--- src/rtl/neuron_output_stage.sv ---
// neuron_output_stage
//   Requantizes completed MAC sums into signed OUT_W-bit activations.
//   Stage 1 registers sat(acc_in + bias). Stage 2 is combinational on that register:
//   it rounds half up, arithmetic-shifts right by SHIFT, optionally applies ReLU,
//   and saturates. Results queue in a FIFO_DEPTH-entry FIFO and leave over valid/ready.
// Ports
//   clk, reset              clock; synchronous active-high reset
//   acc_in, bias            signed sum and bias, taken when acc_valid && acc_ready
//   acc_valid / acc_ready   input handshake; ready is derived from registered credit only
//   out_data / out_sat      FIFO-head activation and its saturation flag
//   out_valid / out_ready   output handshake
//   clr_stats, sat_count    clear / saturating count of saturated results
module neuron_output_stage #(
  parameter int ACC_W      = 16,
  parameter int OUT_W      = 8,
  parameter int SHIFT      = 4,
  parameter int RELU_EN    = 1,
  parameter int FIFO_DEPTH = 4
) (
  input  logic             clk,
  input  logic             reset,
  input  logic [ACC_W-1:0] acc_in,
  input  logic [ACC_W-1:0] bias,
  input  logic             acc_valid,
  output logic             acc_ready,
  output logic [OUT_W-1:0] out_data,
  output logic             out_valid,
  input  logic             out_ready,
  output logic             out_sat,
  input  logic             clr_stats,
  output logic [7:0]       sat_count
);

  localparam int PTR_W = (FIFO_DEPTH > 1) ? $clog2(FIFO_DEPTH) : 1;
  localparam int CNT_W = $clog2(FIFO_DEPTH + 1);

  localparam logic [ACC_W-1:0] ACC_MAX = {1'b0, {(ACC_W-1){1'b1}}};
  localparam logic [ACC_W-1:0] ACC_MIN = {1'b1, {(ACC_W-1){1'b0}}};
  localparam logic [OUT_W-1:0] OUT_MAX = {1'b0, {(OUT_W-1){1'b1}}};
  localparam logic [OUT_W-1:0] OUT_MIN = {1'b1, {(OUT_W-1){1'b0}}};
  localparam logic [ACC_W:0]   RND     = (ACC_W+1)'(1) << (SHIFT - 1);

  // Stage 1 registers
  logic             s1_v_q;
  logic [ACC_W-1:0] s1_q;
  logic             s1_sat_q;

  // FIFO state
  logic [OUT_W:0]   mem_q [FIFO_DEPTH];
  logic [PTR_W-1:0] wr_ptr_q, rd_ptr_q;
  logic [CNT_W-1:0] count_q, count_d;
  logic [7:0]       sat_count_q, sat_count_d;

  // Bias add in ACC_W+1 bits, then clamp back to ACC_W
  logic [ACC_W:0]   sum_w;
  logic             sum_ovf;
  logic [ACC_W-1:0] sum_sat;

  // Stage 2 datapath
  logic [ACC_W:0]        rsum;
  logic signed [ACC_W:0] shifted;
  logic [ACC_W:0]        relu_v;
  logic                  out_ovf;
  logic [OUT_W-1:0]      res;
  logic                  res_sat;

  logic accept, push, pop;

  function automatic logic [PTR_W-1:0] ptr_inc(input logic [PTR_W-1:0] p);
    ptr_inc = (p == PTR_W'(FIFO_DEPTH - 1)) ? '0 : p + PTR_W'(1);
  endfunction

  assign acc_ready = !reset && ((int'(s1_v_q) + int'(count_q)) < FIFO_DEPTH);
  assign accept    = acc_valid && acc_ready;
  assign out_valid = (count_q != '0);
  assign pop       = out_valid && out_ready;
  assign push      = s1_v_q;

  assign out_data  = out_valid ? mem_q[rd_ptr_q][OUT_W-1:0] : '0;
  assign out_sat   = out_valid ? mem_q[rd_ptr_q][OUT_W]     : 1'b0;
  assign sat_count = sat_count_q;

  always_comb begin
    sum_w   = {acc_in[ACC_W-1], acc_in} + {bias[ACC_W-1], bias};
    // Overflow shows up as the two top bits disagreeing
    sum_ovf = sum_w[ACC_W] ^ sum_w[ACC_W-1];
    sum_sat = sum_ovf ? (sum_w[ACC_W] ? ACC_MIN : ACC_MAX) : sum_w[ACC_W-1:0];
  end

  always_comb begin
    // Cannot overflow: max positive S1 plus the rounding constant stays below 2^ACC_W
    rsum    = {s1_q[ACC_W-1], s1_q} + RND;
    shifted = $signed(rsum) >>> SHIFT;
    relu_v  = shifted;
    if ((RELU_EN != 0) && shifted[ACC_W]) begin
      relu_v = '0;
    end
    // In range only when bits [ACC_W:OUT_W-1] are a pure sign extension
    out_ovf = !((&relu_v[ACC_W:OUT_W-1]) || !(|relu_v[ACC_W:OUT_W-1]));
    res     = out_ovf ? (relu_v[ACC_W] ? OUT_MIN : OUT_MAX) : relu_v[OUT_W-1:0];
    res_sat = out_ovf || s1_sat_q;
  end

  always_comb begin
    count_d = count_q;
    unique case ({push, pop})
      2'b10:   count_d = count_q + CNT_W'(1);
      2'b01:   count_d = count_q - CNT_W'(1);
      default: count_d = count_q;
    endcase
    sat_count_d = sat_count_q;
    if (clr_stats) begin
      sat_count_d = '0;
    end else if (push && res_sat && (sat_count_q != '1)) begin
      sat_count_d = sat_count_q + 8'd1;
    end
  end

  always_ff @(posedge clk) begin
    if (reset) begin
      s1_v_q      <= 1'b0;
      s1_sat_q    <= 1'b0;
      s1_q        <= '0;
      wr_ptr_q    <= '0;
      rd_ptr_q    <= '0;
      count_q     <= '0;
      sat_count_q <= '0;
    end else begin
      s1_v_q <= accept;
      if (accept) begin
        s1_q     <= sum_sat;
        s1_sat_q <= sum_ovf;
      end
      if (push) begin
        mem_q[wr_ptr_q] <= {res_sat, res};
        wr_ptr_q        <= ptr_inc(wr_ptr_q);
      end
      if (pop) begin
        rd_ptr_q <= ptr_inc(rd_ptr_q);
      end
      count_q     <= count_d;
      sat_count_q <= sat_count_d;
    end
  end

endmodule

--- config.mk ---
export PLATFORM = sky130hd
export DESIGN_NAME = neuron_output_stage
export DESIGN_NICKNAME = d
export VERILOG_FILES = /design/src/rtl/neuron_output_stage.sv
export SDC_FILE = /design/constraint.sdc
export NUM_CORES = 1
export LEC_CHECK = 0
export CAP_MARGIN = 0
export CORE_AREA = 2 2 85 87
export CTS_CLUSTER_SIZE = 40
export DETAILED_ROUTE_END_ITERATION = 10
export DIE_AREA = 0 0 87 89
export PLACE_DENSITY_LB_ADDON = 0.12
export SYNTH_ARGS = -nofsm -noshare
export SYNTH_HDL_FRONTEND = slang
export SYNTH_SLANG_ARGS = --single-unit
--- constraint.sdc ---
create_clock -name clk -period 6.7 [get_ports clk]
set_input_delay 0.67 -clock clk [delete_from_list [all_inputs] [get_ports clk]]
set_output_delay 0.67 -clock clk [all_outputs]
set_load 0.02 [all_outputs]
==> metrics.txt <==
vias post-DR 2949; final max-slew violation count 0; post-CTS sizing 0; Post-Synth Simple-Gate Area between 15 and 20%; Slowest Stage Delay on Critical Path 0.60 ns; fin util 70.1%; origin of the critical flop-to-flop path count_q[0]; Synth cell types 58; Max FO, Critical Path 31; asr flop ratio synth 0%; Avg Inst Size Synth 10.6 um^2; post-synthesis adder-cell area fraction 9.73%; Seq/Total Area, Yosys 44.1%; number of synthesized flops with an enable pin 36; status completed; Required @ worst endpoint roughly 7.0 ns; nets 486; DRC errors left 0; worst vdd ir 0.127 mV; vias per cell 5.78; CTS tree built; ANT cells 0; Yosys reg bits slightly below 70; Die Height 89 um; crit path max-delay cell type inv_1; CTS Sinks between 60 and 70; CP Buf/Inv Count 3; endpoint class of the critical path flop; top-level port count 56; total CTS buffers 9; GR Overflow Total 0; initial antenna violation count 0; post-CTS setup buffers 0; Syn-to-layout area delta 20.5%; period utilisation layout about 56%; Iteration-0 DRC Markers 125; RSZ-0062 raised after global routing no; CTS Buffer Depth 2; Top FF cell, synth edfxtp_1; worst slew pin tran 0.743 ns; total die area 0.00774 mm^2; final hold slack 0.486 ns; GR met3 Demand/Resource 4.16%; routability cong. 0.851; core area about 0.0067 mm^2; largest family of logic cells by synthesized area simple AND/OR/NAND/NOR gates; non-filler cells, final 510; clk_lat worst skew roughly 0.34 ns; Hold Startpoint rd_ptr_q[1]; startpoint type of the worst setup path input port; relative slew slack 50.0%; DR WL/cell 14.5 um; DP Cell Count 494; Total Routed Length 7390 um; max-cap viol count 0; leakage power 1.64 nW; HPWL after DPL 5540 um; worst hold-check path type reg2reg; delay-heaviest family, CP buffers and inverters; minimum clock period 3.74 ns; Port Buffer Count 55; CP Class in2reg; most frequent CP cell nand2_1; CTS H-tree depth 3; FP Rows 30; width of the chip 87 um; largest net degree at the start of global routing 32; post-synthesis xor/xnor area fraction 6.08%; CP arrival about 4 ns; Clock Skews 0.0104 ns; All-Layer GR Usage 20.4%; share of cells above drive strength 1 9.53%; Final Hold Viols 0; Final TNS setup 0 ns; crit path launch reset; Initial Utilization 58.2%; Top Usage Layer GRT met2; Max Fclk approximately 270 MHz; first-pass GRT wire length roughly 12000 um; final total power 1.27 mW; P per Cell Area 269 mW/mm^2; antenna viol nets, final 0; CTS clk-pin slew, worst paths 0.07 ns; first drt pass iteration count 6; setup violators final 0; CP cell instances clkdlybuf4s50_1 -> buf_4 -> a311oi_1 -> nand2_1 -> inv_1 -> nand2_1 -> nor4b_2 -> a221oi_1 -> a21oi_1; Post-Syn Area a little under 0.004 mm^2; synthesized instance count between 300 and 400; met1 Track Usage GR 24.0%; Synth Area in Compound Gates 14.0%; mux contribution to synthesized area 6.21%; vias in the first global route 2812; CTS root buffer clkbuf_8; yosys warns 0; met2 usage 35.8%; Post-CTS Hold Fix Bufs 0
layer usage:
layer	vias up	routed length (um)	part of all wire (%)
li1	1491	-	-
met1	1362	3240	44
met2	82	3670	50
met3	14	288	3.9
met4	0	185	2.5
met5	-	0	0
state kept, by name, indices dropped and copies added, names as in the netlist, named ones only:
signal,cells
sat_count,8
count_q,3
s1_q,13
mem_q,36
push,1
s1_sat_q,1
rd_ptr_q,2
wr_ptr_q,2
cell families after synthesis:
group | after synthesis
simple gates | 126
compound gates | 76
flops | 68
fa+ha+maj | 31
buf+inv | 28
xor+xnor | 25
mux | 13
other cells | 1
tightest hold or removal path: stages (launching register included):
cell and delay [ns]:
dfxtp_1 0.32, nand2_1 0.05, a21oi_1 0.07
path summary, 6_finish.rpt:
path | end | slack [ns] | cells after the start
min reg2reg | flop | 0.49 | 2
max | s1_q[6] | 2.96 | 9
max reg2reg | s1_q[6] | 3.54 | 7
min | flop | 0.49 | 2
metrics by stage:
step,worst slack (ns),area [um^2]
2_1_floorplan,4.00,3920
3_3_place_gp,2.80,4530
3_5_place_dp,2.77,4530
4_1_cts,3.07,4710
5_1_grt,2.77,4710
6_report,2.96,4710
power breakdown:
group | switching (mW) | internal (mW) | total (mW)
clock | 0.140 | 0.165 | 0.305
combinational | 0.227 | 0.206 | 0.433
sequential | 0.0381 | 0.491 | 0.529
synth_stat cells, drive strengths merged, types with 2 or more instances:
cell type,number,area share [%]
nand4,2,0.32
buf,5,0.54
a21boi,2,0.38
nor2,31,3.0
a21o,3,0.58
a211oi,12,2.4
xnor2,13,2.9
a221oi,6,1.3
nand3,11,1.4
nor4,8,1.4
o21ai,14,2.0
a21oi,24,3.3
dfxtp,32,16
or3,4,0.64
nand2,24,2.3
a311oi,3,0.67
nor2b,3,0.48
mux4,9,5.2
xor2,12,3.2
nor4b,3,0.83
a31oi,2,0.32
and4,2,0.45
and2,18,2.9
a221o,2,0.51
clkbuf,8,0.77
nor3,13,1.8
inv,14,1.3
edfxtp,36,28
maj3,7,1.9
ha,23,7.4
and3,3,0.61
mux2i,4,1.0
layout by cell type, fill, tap and decap left out, types with 9 or more instances in the layout:
master / count
a21oi_1: 22
o21ai_0: 11
nor3_1: 12
dfxtp_1: 32
a211oi_1: 11
nand3_1: 11
ha_1: 23
xnor2_1: 13
nand2_1: 24
edfxtp_1: 36
clkbuf_8: 12
xor2_1: 11
mux4_2: 9
clkdlybuf4s50_1: 55
inv_1: 14
and2_1: 18
nor2_1: 31
cell type report:
type / count / area (um^2)
fill: 514 / 2010
tap: 80 / 100
clock buffer: 15 / 176
multi-input combinational: 275 / 2090
clock inverter: 1 / 7.51
timing repair buffer: 56 / 558
inverter: 15 / 56.3
sequential: 68 / 1720
(Power assumes the default switching activity.)
